$ cat config.mk
export PLATFORM = sky130hd
export DESIGN_NAME = wt_inval_queue
export DESIGN_NICKNAME = d
export VERILOG_FILES = /design/src/rtl/wt_cache_pkg.sv /design/src/rtl/wt_inval_queue.sv
export SDC_FILE = /design/constraint.sdc
export NUM_CORES = 1
export LEC_CHECK = 0
export CORE_MARGIN = 2
export CORE_UTILIZATION = 63
export DETAILED_ROUTE_END_ITERATION = 10
export PLACE_DENSITY = 0.87
export RECOVER_POWER = 25
export SYNTH_ARGS = -nofsm -noshare
export SYNTH_HDL_FRONTEND = slang
export SYNTH_SLANG_ARGS = --single-unit
$ cat constraint.sdc
create_clock -name clk_i -period 16.4 [get_ports clk_i]
set_input_delay 1.64 -clock clk_i [delete_from_list [all_inputs] [get_ports clk_i]]
set_output_delay 1.64 -clock clk_i [all_outputs]
set_load 0.005 [all_outputs]
$ cat src/rtl/wt_cache_pkg.sv
// Shared types for the write-through cache subsystem.
// Holds the invalidation queue state encoding and its default line address type.
package wt_cache_pkg;

    localparam int unsigned INVQ_ADDR_W      = 64;
    localparam int unsigned INVQ_LINE_OFFSET = 4;

    typedef enum logic {
        INVQ_RUN,
        INVQ_FLUSH
    } invq_state_e;

    typedef logic [INVQ_ADDR_W-INVQ_LINE_OFFSET-1:0] invq_line_t;

endpackage

$ cat src/rtl/wt_inval_queue.sv
// Coherence invalidation queue in front of the write-through cache invalidation port.
// Drops queued duplicates; on overflow it discards all entries and requests a full D$ flush.
module wt_inval_queue
    import wt_cache_pkg::*;
#(
    parameter int unsigned DEPTH       = 4,
    parameter int unsigned ADDR_W      = INVQ_ADDR_W,
    parameter int unsigned LINE_OFFSET = INVQ_LINE_OFFSET
) (
    input  logic                     clk_i,
    input  logic                     rst_ni,
    input  logic                     snoop_valid_i,
    input  logic [ADDR_W-1:0]        snoop_addr_i,
    output logic                     snoop_ready_o,
    output logic                     inval_valid_o,
    output logic [ADDR_W-1:0]        inval_addr_o,
    input  logic                     inval_ready_i,
    output logic                     flush_req_o,
    input  logic                     flush_ack_i,
    output logic [$clog2(DEPTH):0]   occupancy_o,
    output logic                     dup_drop_o,
    output logic                     overflow_o
);

    localparam int unsigned PTR_W = $clog2(DEPTH);
    localparam int unsigned CNT_W = PTR_W + 1;
    localparam int unsigned LA_W  = ADDR_W - LINE_OFFSET;

    typedef logic [LA_W-1:0] line_t;

    invq_state_e        state_q, state_d;
    line_t              lines_q [DEPTH];
    logic [DEPTH-1:0]   valid_q;
    logic [PTR_W-1:0]   head_q, tail_q;
    logic [CNT_W-1:0]   count_q;
    logic               dup_drop_q, overflow_q;

    line_t              snoop_line;
    logic [DEPTH-1:0]   match;
    logic               pop, accept, dup_hit, has_room, push, ovf;
    logic               unused_offset;

    assign snoop_line    = snoop_addr_i[ADDR_W-1:LINE_OFFSET];
    assign unused_offset = ^snoop_addr_i[LINE_OFFSET-1:0];

    assign inval_valid_o = (state_q == INVQ_RUN) && (count_q != '0);
    assign inval_addr_o  = {lines_q[head_q], {LINE_OFFSET{1'b0}}};
    assign occupancy_o   = count_q;
    assign dup_drop_o    = dup_drop_q;
    assign overflow_o    = overflow_q;

    assign pop = inval_valid_o && inval_ready_i;

    // The entry leaving this cycle is excluded so a re-snoop of it is queued again.
    always_comb begin
        match = '0;
        for (int unsigned i = 0; i < DEPTH; i++) begin
            match[i] = valid_q[i] && (lines_q[i] == snoop_line)
                       && !(pop && (head_q == PTR_W'(i)));
        end
    end

    assign accept   = (state_q == INVQ_RUN) && snoop_valid_i;
    assign dup_hit  = accept && (|match);
    assign has_room = (count_q != CNT_W'(DEPTH)) || pop;
    assign push     = accept && !dup_hit && has_room;
    assign ovf      = accept && !dup_hit && !has_room;

    always_ff @(posedge clk_i) begin
        if (!rst_ni) begin
            state_q <= INVQ_RUN;
        end else begin
            state_q <= state_d;
        end
    end

    always_comb begin
        state_d       = state_q;
        snoop_ready_o = 1'b0;
        flush_req_o   = 1'b0;
        unique case (state_q)
            INVQ_RUN: begin
                snoop_ready_o = 1'b1;
                if (ovf) begin
                    state_d = INVQ_FLUSH;
                end
            end
            INVQ_FLUSH: begin
                flush_req_o = 1'b1;
                if (flush_ack_i) begin
                    state_d = INVQ_RUN;
                end
            end
            default: state_d = INVQ_RUN;
        endcase
    end

    always_ff @(posedge clk_i) begin
        if (!rst_ni) begin
            head_q     <= '0;
            tail_q     <= '0;
            count_q    <= '0;
            valid_q    <= '0;
            dup_drop_q <= 1'b0;
            overflow_q <= 1'b0;
            for (int unsigned i = 0; i < DEPTH; i++) begin
                lines_q[i] <= '0;
            end
        end else begin
            dup_drop_q <= dup_hit;
            overflow_q <= ovf;
            if (ovf) begin
                head_q  <= '0;
                tail_q  <= '0;
                count_q <= '0;
                valid_q <= '0;
            end else begin
                // Pop clears before push sets, so a full queue can recycle the head slot.
                if (pop) begin
                    valid_q[head_q] <= 1'b0;
                    head_q          <= head_q + PTR_W'(1);
                end
                if (push) begin
                    lines_q[tail_q] <= snoop_line;
                    valid_q[tail_q] <= 1'b1;
                    tail_q          <= tail_q + PTR_W'(1);
                end
                unique case ({push, pop})
                    2'b10:   count_q <= count_q + CNT_W'(1);
                    2'b01:   count_q <= count_q - CNT_W'(1);
                    default: count_q <= count_q;
                endcase
            end
        end
    end

endmodule

==> results.py, run 1 <==
metrics = {
    "status": {
        "status": "finished with violations",
        "failed_checks": "max-capacitance violations, max-slew violations",
    },
    "timing": {
        "finalSetupViolations": 0,
        "fmax_mhz": 127,
        "hold_viol": 0,
        "fin_crit_ps": 7870,
        "grt_setup_unrepaired": "no",
        "fin_crit_sh": 0.480,
        "setup_tns_ps": 0,
        "skew_ps": 11.9,
        "slew_headroom": -1.77,
        "tightest_slew_ps": 4150,
        "maxSlewViolCount": 245,
    },
    "job": {
        "cap_violations": 4,
    },
    "floorplanning": {
        "die_h_um": 157,
        "dieArea_mm2": 0.0247,
        "initial_utilization": 0.635,
        "ios": 141,
        "core_mm2": 0.0233,
        "die_x_um": 157,
        "rows": 56,
    },
    "critical_path": {
        "cp.arrival_ps": 8020,
        "worstSetupStartpointType": "primary input",
        "cpPeakStageDelay_ps": 2310,
        "crit_top_cell": "nand4_1",
        "path_cells": "dlygate4sd3_1, xnor2_1, nand4_1, nor4_1, nand4_1, nand4_1, nor4_4, clkbuf_1, nand2b_2, buf_4",
        "critPathCaptureType": "flip-flop",
        "critical_path_class": "primary input to flip-flop",
        "r2r_cells": 11,
        "worst-path-max-fanout": 61,
        "slowest_stage": "clkbuf_1",
        "required_ps": 16550,
    },
    "final_layout": {
        "post-route-cell-area_mm2": 0.0168,
        "drive_gt1_frac": 0.0943,
        "area_growth_syn_to_layout_pct": 13.5,
        "nets": 1303,
        "num_antenna_cells": 0,
    },
    "grt": {
        "grt_pass1_wl_um": 67400,
        "grt_pass1_vias": 9971,
        "grt_usage": 0.387,
        "antenna_found_initial": 1,
        "grt-ovfl-total": 0,
        "grt_max_degree": 62,
    },
    "yosys": {
        "yosysWarnings": 0,
        "synth_ff_type": "edfxtp_1",
        "netlist_instances": 1157,
        "synth_seq_cells": 256,
        "synth_commonest_cells": "xnor2_1, and2_1, edfxtp_1",
        "synth-edff-count": 240,
        "seq_area_frac_synth": 0.510,
        "ys_top_cells_by_area": "edfxtp_1, xnor2_1, and2_1, mux4_2, nand4_1",
        "synth.top_cell.area_share": 0.488,
        "synth.most_common_cell": "xnor2_1",
        "async_reset_ff_frac": 0,
        "syn_area_per_cell_um2": 12.8,
        "ys_types": 50,
        "synth_top_area_cell": "edfxtp_1",
        "syn_area_mm2": 0.0148,
    },
    "power_and_ir_drop": {
        "power_density_mw_per_mm2": 125,
        "leakagePower_uw": 0.00537,
        "vdd_drop_max_uv": 109,
    },
    "clock_network": {
        "cts_tree": "done",
        "cts.hold.buffers_added": 0,
        "postCtsSetupRepairBufs": 0,
        "cts.path.max_buffers": 3,
        "h-tree-depth": 1,
        "path_clk_slew_ps": 60,
        "cts_resized": 0,
        "cts-root-buf": "clkbuf_16",
        "cts_buffers": 27,
        "cts.sinks": 256,
        "clk_latency_ps": 540,
    },
    "routing": {
        "wire_per_inst_um": 30.4,
        "drt_pass1_iterations": 5,
        "wl_um": 47400,
        "routed_via_density": 6.55,
        "route.detailed.drc": 0,
        "antenna_left": 0,
        "drtIter0Drc": 1284,
        "num_vias": 10200,
    },
    "min_path": {
        "min_path_type": "flip-flop to flip-flop",
        "hold_depth": 2,
    },
    "placed_design": {
        "portBuffers": 132,
        "hpwl_um": 33800,
        "placed_cell_area_mm2": 0.0160,
        "gp_congestion": 1.03,
    },
}
metal layers:
metal	GRT usage	part of all wire	vias to the layer above	routed length (um)
li1	-	-	4348	-
met1	0.543	0.38	5092	18200
met2	0.612	0.47	681	22100
met3	0.0655	0.10	103	4960
met4	0.148	0.044	0	2060
met5	0	0	-	0
sequential cells by signal, indices dropped and copies added, names as in the netlist, named ones only:
name and flops:
head_q 2, overflow_o 1, occupancy_o 3, valid_q 4
tail_q 2, dup_drop_o 1, lines_q 240, state_q 1
worst max-delay path, delay by kind of cell:
| kind | cells | cell delay [ps] |
|---|---|---|
| xor+xnor | 1 | 300 |
| buf+inv | 3 | 3850 |
| simple gates | 6 | 2140 |
metrics by stage:
stage	cells	util	hold WS, ps	total power (uW)	setup slack, ps
6_report	1560	0.721	529	2090	8530
5_1_grt	1560	0.721	552	2150	8490
4_1_cts	1560	0.722	527	2100	10890
3_5_place_dp	1515	0.689	519	1540	10360
3_3_place_gp	1515	0.689	504	1530	10390
2_1_floorplan	1160	-	448	1240	8620
final cells by class:
type                    count  area [um^2]
repair buffers            143         1390
clock inverters             7         58.8
flip-flops and latches    256         7530
multi-input cells         788         6640
well taps                 319          399
fillers                  1575         6490
inverters                   9         33.8
clock buffers              38          717
final timing paths:
path | start | to | slack (ps)
worst max-delay path | snoop_addr_i[63] | lines_q[1][50] | 8530
worst max register to register | head_q[1] | lines_q[1][50] | 9770
worst min register to register | head_q[1] | flip-flop | 530
worst min-delay path | head_q[1] | flip-flop | 530
cell usage in the layout, fill, tap and decap left out, types with 3 or more instances in the layout:
master and instances:
xnor2_1 242, edfxtp_1 240, and2_1 204, nand4_1 129, clkdlybuf4s50_1 89, mux4_2 60
dlygate4sd3_1 43, and2_0 37, nor4_1 29, clkbuf_16 27, clkbuf_1 15, dfxtp_1 14
nand2_1 9, inv_1 9, a21oi_1 8, ha_1 8, buf_4 7, nor3_1 6
nand3b_1 5, clkinv_2 5, nor2_1 4, nand3_1 4, conb_1 4, o31ai_1 3
o21ai_2 3, o21ai_0 3
cells by family after synthesis:
| group | Yosys count | synth area share |
|---|---|---|
| AO/OA/AOI/OAI | 30 | 0.0144 |
| other | 1 | 0.000254 |
| buffers and inverters | 116 | 0.0423 |
| multiplexers | 60 | 0.0915 |
| adder cells (fa/ha/maj) | 9 | 0.00813 |
| AND/OR/NAND/NOR | 443 | 0.190 |
| flip-flops | 256 | 0.510 |
| XOR/XNOR | 242 | 0.143 |
report_power, final:
group	total (uW)	leakage, uW	switching (uW)	internal, uW
combinational	668	0.00237	343	325
clock	562	0.000381	246	317
sequential	859	0.00263	66.0	793
total	2090	0.00537	654	1440
No activity file was read; power rests on OpenSTA's default activity.
==> run 2, diff against run 1 <==
- CORE_UTILIZATION: 63 -> 58
- PLACE_DENSITY: 0.87 -> 0.81
- clock period: 16.4 -> 8 ns (I/O delays scaled with it)
==> run 2 against run 1 <==
The flow still finishes with violations (max-capacitance violations, max-slew violations). Critical path depth down 7. Setup slack worse by 6700 ps. First-iteration DRC count grew 3.8%. Worst hold slack better by 6.1 ps. Utilization decreased by 4.5 points. Combinational power rose by 100%. Die area grew 8.4%. Via count grew 0.50%. Routed wire length grew 0.39%. Sequential power up 110%. Total power up 110%. Cell area up 1.2%. Largest cell class unchanged. Highest routed layer unchanged.
==> results.py, run 2 (synthesis gave the netlist of run 1 again) <==
metrics = {
    "critical_path": {
        "worst-path-max-fanout": 60,
        "required_ps": 7200,
        "critical_path_class": "flip-flop to primary output",
        "rr_startpoint": "head_q[1]",
        "worstSetupStartpointType": "flip-flop",
        "cp.arrival_ps": 5380,
        "critPathCaptureType": "primary output",
        "r2r_cells": 10,
    },
    "timing": {
        "setup_tns_ps": 0,
        "fin_crit_sh": 0.773,
        "slew_headroom": -1.93,
        "tightest_slew_ps": 4390,
        "grt_setup_unrepaired": "no",
        "setup_ws_ps": 1820,
        "fin_crit_ps": 6180,
        "fmax_mhz": 162,
        "hold_viol": 0,
        "finalSetupViolations": 0,
        "maxSlewViolCount": 183,
        "skew_ps": 10.4,
    },
    "final_layout": {
        "drive_gt1_frac": 0.103,
        "layout_common_cells": "xnor2_1, edfxtp_1, and2_1",
        "final_common_cell": "xnor2_1",
        "area_growth_syn_to_layout_pct": 14.9,
        "post-route-cell-area_mm2": 0.0170,
        "regMostFlops": "lines_q",
        "num_antenna_cells": 0,
        "nets": 1305,
        "largest_reg_flops": 240,
    },
    "floorplanning": {
        "core_mm2": 0.0251,
        "ios": 141,
        "dieArea_mm2": 0.0268,
        "initial_utilization": 0.588,
        "die_h_um": 164,
        "die_x_um": 164,
        "rows": 58,
    },
    "clock_network": {
        "postCtsSetupRepairBufs": 0,
        "cts-root-buf": "clkbuf_16",
        "cts.hold.buffers_added": 0,
        "cts_tree": "done",
        "clk_latency_ps": 560,
        "cts.path.max_buffers": 3,
        "cts_buffers": 28,
        "cts.sinks": 256,
        "cts_resized": 0,
        "path_clk_slew_ps": 60,
        "h-tree-depth": 1,
    },
    "routing": {
        "drtIter0Drc": 1333,
        "num_vias": 10300,
        "antenna_left": 0,
        "wire_per_inst_um": 30.1,
        "route.detailed.drc": 0,
        "wl_um": 47600,
        "routed_via_density": 6.51,
        "drt_pass1_iterations": 5,
    },
    "status": {
        "failed_checks": "max-capacitance violations, max-slew violations",
        "status": "finished with violations",
    },
    "min_path": {
        "min_path_type": "flip-flop to flip-flop",
        "hold_depth": 2,
        "worstHoldStart": "head_q[1]",
    },
    "grt": {
        "grt_pass1_vias": 10000,
        "grt_pass1_wl_um": 68200,
        "antenna_found_initial": 1,
        "grt_max_degree": 62,
        "grt-ovfl-total": 0,
        "grt_usage": 0.359,
    },
    "job": {
        "cap_violations": 3,
    },
    "placed_design": {
        "dpl_worst_slack_ps": 2330,
        "hpwl_um": 34100,
        "gp_congestion": 1.08,
        "placed_cell_area_mm2": 0.0161,
        "portBuffers": 132,
    },
    "power_and_ir_drop": {
        "vdd_drop_max_uv": 205,
        "leakagePower_uw": 0.00545,
        "power_density_mw_per_mm2": 264,
    },
}
run 2: cell types whose count changed in the layout (fill, tap and decap cells not counted), moves of 3 or more:
cell	previous run	this run
and2_0	37	41
clkbuf_1	15	9
dlygate4sd3_1	43	37
bufinv_16	1	4
and2_1	204	200
clkdlybuf4s50_1	89	95
run 2: per-layer routing:
| metal | GRT usage | wire, um | vias to the layer above |
|---|---|---|---|
| met5 | 0 | 0 | - |
| met4 | 0.118 | 1920 | 0 |
| met3 | 0.0754 | 4840 | 139 |
| met2 | 0.584 | 22400 | 631 |
| met1 | 0.487 | 18400 | 5144 |
| li1 | - | - | 4361 |
run 2: stage by stage:
step,std cells,hold slack (ps),utilization,power [uW]
after CTS,1579,535,0.678,4510
after global placement,1527,509,0.639,3150
after global routing,1579,573,0.676,4630
after floorplan,1160,448,-,2540
after detailed placement,1527,513,0.639,3170
final,1579,535,0.676,4490
run 2: cell type report:
class / count / area, um^2
Inverter: 9 / 33.8
Clock buffer: 37 / 776
Timing Repair Buffer: 144 / 1400
Sequential cell: 256 / 7530
Multi-Input combinational cell: 788 / 6620
Clock inverter: 15 / 189
Fill cell: 1889 / 8140
Tap cell: 330 / 413
run 2: worst paths after layout:
kind,to,slack (ps)
hold / removal,flip-flop,540
setup / recovery,inval_addr_o[56],1820
hold reg to reg,flip-flop,540
setup reg to reg,lines_q[0][53],2640
run 2: critical path, cell delays in order (launching register included):
cell,delay [ps]
dfxtp_2,310
clkbuf_1,3040
mux4_2,830
dlygate4sd3_1,590
run 2: where the power goes:
| group | internal (uW) | switching, uW |
|---|---|---|
| clock network | 812 | 544 |
| registers | 1630 | 145 |
| logic | 670 | 691 |
==> run 3, diff against run 2 <==
- clock period: 8 -> 5.85 ns (I/O delays scaled with it)
==> run 3 against run 2 <==
The flow still finishes with violations (max-capacitance violations, max-slew violations). Clock power is 21% higher. Setup slack worse by 820 ps. Clock skew is 24 ps higher. Critical path type is now primary input to flip-flop.
==> results.py, run 3 (synthesis gave the netlist of run 1 again) <==
metrics = {
    "status": {
        "status": "finished with violations",
        "failed_checks": "max-capacitance violations, max-slew violations",
    },
    "power_and_ir_drop": {
        "power_frac_clock": 0.279,
        "p_int_uw": 4050,
        "combPwrFrac": 0.304,
        "switching_power_uw": 1850,
        "power_density_mw_per_mm2": 351,
        "switching_share": 0.313,
        "p_seq_frac": 0.417,
        "vdd_drop_max_uv": 339,
        "leakagePower_uw": 0.00544,
    },
    "timing": {
        "skew_ps": 34.4,
        "slew_headroom": -0.355,
        "grt_setup_unrepaired": "no",
        "fin_crit_sh": 0.830,
        "tightest_slew_ps": 2020,
        "maxSlewViolCount": 69,
        "hold_viol": 0,
        "setup_tns_ps": 0,
        "finalSetupViolations": 0,
        "fin_crit_ps": 4860,
        "fmax_mhz": 206,
    },
    "clock_network": {
        "path_clk_slew_ps": 60,
        "clk_latency_ps": 560,
        "cts.hold.buffers_added": 0,
        "cts.path.max_buffers": 3,
        "cts_buffers": 28,
        "postCtsSetupRepairBufs": 0,
        "cts_resized": 0,
        "cts.sinks": 256,
        "cts-root-buf": "clkbuf_16",
        "cts_tree": "done",
        "h-tree-depth": 1,
    },
    "placed_design": {
        "portBuffers": 132,
        "gp_congestion": 1.01,
        "hpwl_um": 35800,
        "placed_cell_area_mm2": 0.0161,
    },
    "final_layout": {
        "drive_gt1_frac": 0.0995,
        "post-route-cell-area_mm2": 0.0168,
        "regMostFlops": "lines_q",
        "n_fill_cell": 1805,
        "fin_util": 0.670,
        "num_antenna_cells": 0,
        "nets": 1306,
        "largest_reg_flops": 240,
        "layout_common_cells": "xnor2_1, edfxtp_1, and2_1",
        "area_growth_syn_to_layout_pct": 13.9,
        "final_common_cell": "xnor2_1",
    },
    "routing": {
        "drtIter0Drc": 1226,
        "routed_via_density": 6.39,
        "wire_per_inst_um": 30.6,
        "route.detailed.drc": 0,
        "antenna_left": 0,
        "wl_um": 48300,
        "drt_pass1_iterations": 5,
        "num_vias": 10100,
    },
    "critical_path": {
        "required_ps": 6280,
        "cp.arrival_ps": 5280,
        "r2r-end": "lines_q[2][39]",
        "regToRegSetupSlack_ps": 1330,
        "rr_startpoint": "head_q[0]",
        "r2r_cells": 10,
        "critPathCaptureType": "flip-flop",
        "worstSetupStartpointType": "primary input",
        "worst-path-max-fanout": 36,
        "critical_path_class": "primary input to flip-flop",
    },
    "grt": {
        "grt_usage": 0.367,
        "grt_pass1_vias": 9773,
        "antenna_found_initial": 0,
        "grt_pass1_wl_um": 68800,
        "grt_max_degree": 61,
        "grt-ovfl-total": 0,
    },
    "min_path": {
        "hold_depth": 2,
        "min_to": "valid_q[3]",
        "worstHoldStart": "valid_q[3]",
        "min_path_type": "flip-flop to flip-flop",
    },
    "floorplanning": {
        "ios": 141,
        "dieArea_mm2": 0.0268,
        "rows": 58,
        "initial_utilization": 0.588,
        "die_h_um": 164,
        "die_x_um": 164,
        "core_mm2": 0.0251,
    },
    "job": {
        "cap_violations": 2,
    },
}
run 3: worst max-delay path by stage:
stage / startpoint / end
6_report: snoop_addr_i[34] / lines_q[2][39]
5_1_grt: snoop_addr_i[34] / lines_q[2][12]
4_1_cts: snoop_addr_i[34] / lines_q[2][12]
3_5_place_dp: snoop_addr_i[34] / lines_q[2][47]
3_3_place_gp: snoop_addr_i[34] / lines_q[2][48]
2_1_floorplan: snoop_addr_i[51] / lines_q[2][0]
run 3: cell type report:
type | instances | area (um^2) | area share
Clock buffer | 37 | 754 | 0.0448
Sequential cell | 256 | 7530 | 0.447
Tap cell | 330 | 413 | 0.0245
Multi-Input combinational cell | 788 | 6600 | 0.392
Timing Repair Buffer | 145 | 1410 | 0.0839
Clock inverter | 11 | 85.1 | 0.00506
Inverter | 9 | 33.8 | 0.00201
run 3: routing by layer:
metal,part of all wire,global-route usage,routed length (um)
met1,0.41,0.521,20000
met2,0.47,0.587,22700
met3,0.074,0.0493,3550
met4,0.043,0.132,2050
met5,0,0,0
run 3: power groups by stage:
stage          registers, uW  clock network (uW)  logic (uW)
6_report                2460                1650        1800
5_1_grt                 2490                1710        1890
4_1_cts                 2470                1650        1850
3_5_place_dp            2510                   0        1830
3_3_place_gp            2490                   0        1830
2_1_floorplan           2360                   0        1110
run 3: worst max-delay path, stage by stage:
cell and delay (ps):
dlygate4sd3_1 730, xnor2_1 220, nand4_1 330, nor4_1 130, nand4_1 150, nand4_1 560
nor3_2 1750, buf_4 590, and2_1 200
run 3: metrics by stage:
step                      hold WS, ps  std cells  power, uW  worst slack [ps]
after global routing              530       1576       6100               930
after detailed placement          509       1528       4340               926
after global placement            505       1528       4320               991
final                             517       1576       5900               995
after floorplan                   448       1160       3470               943
after CTS                         518       1576       5970              1480
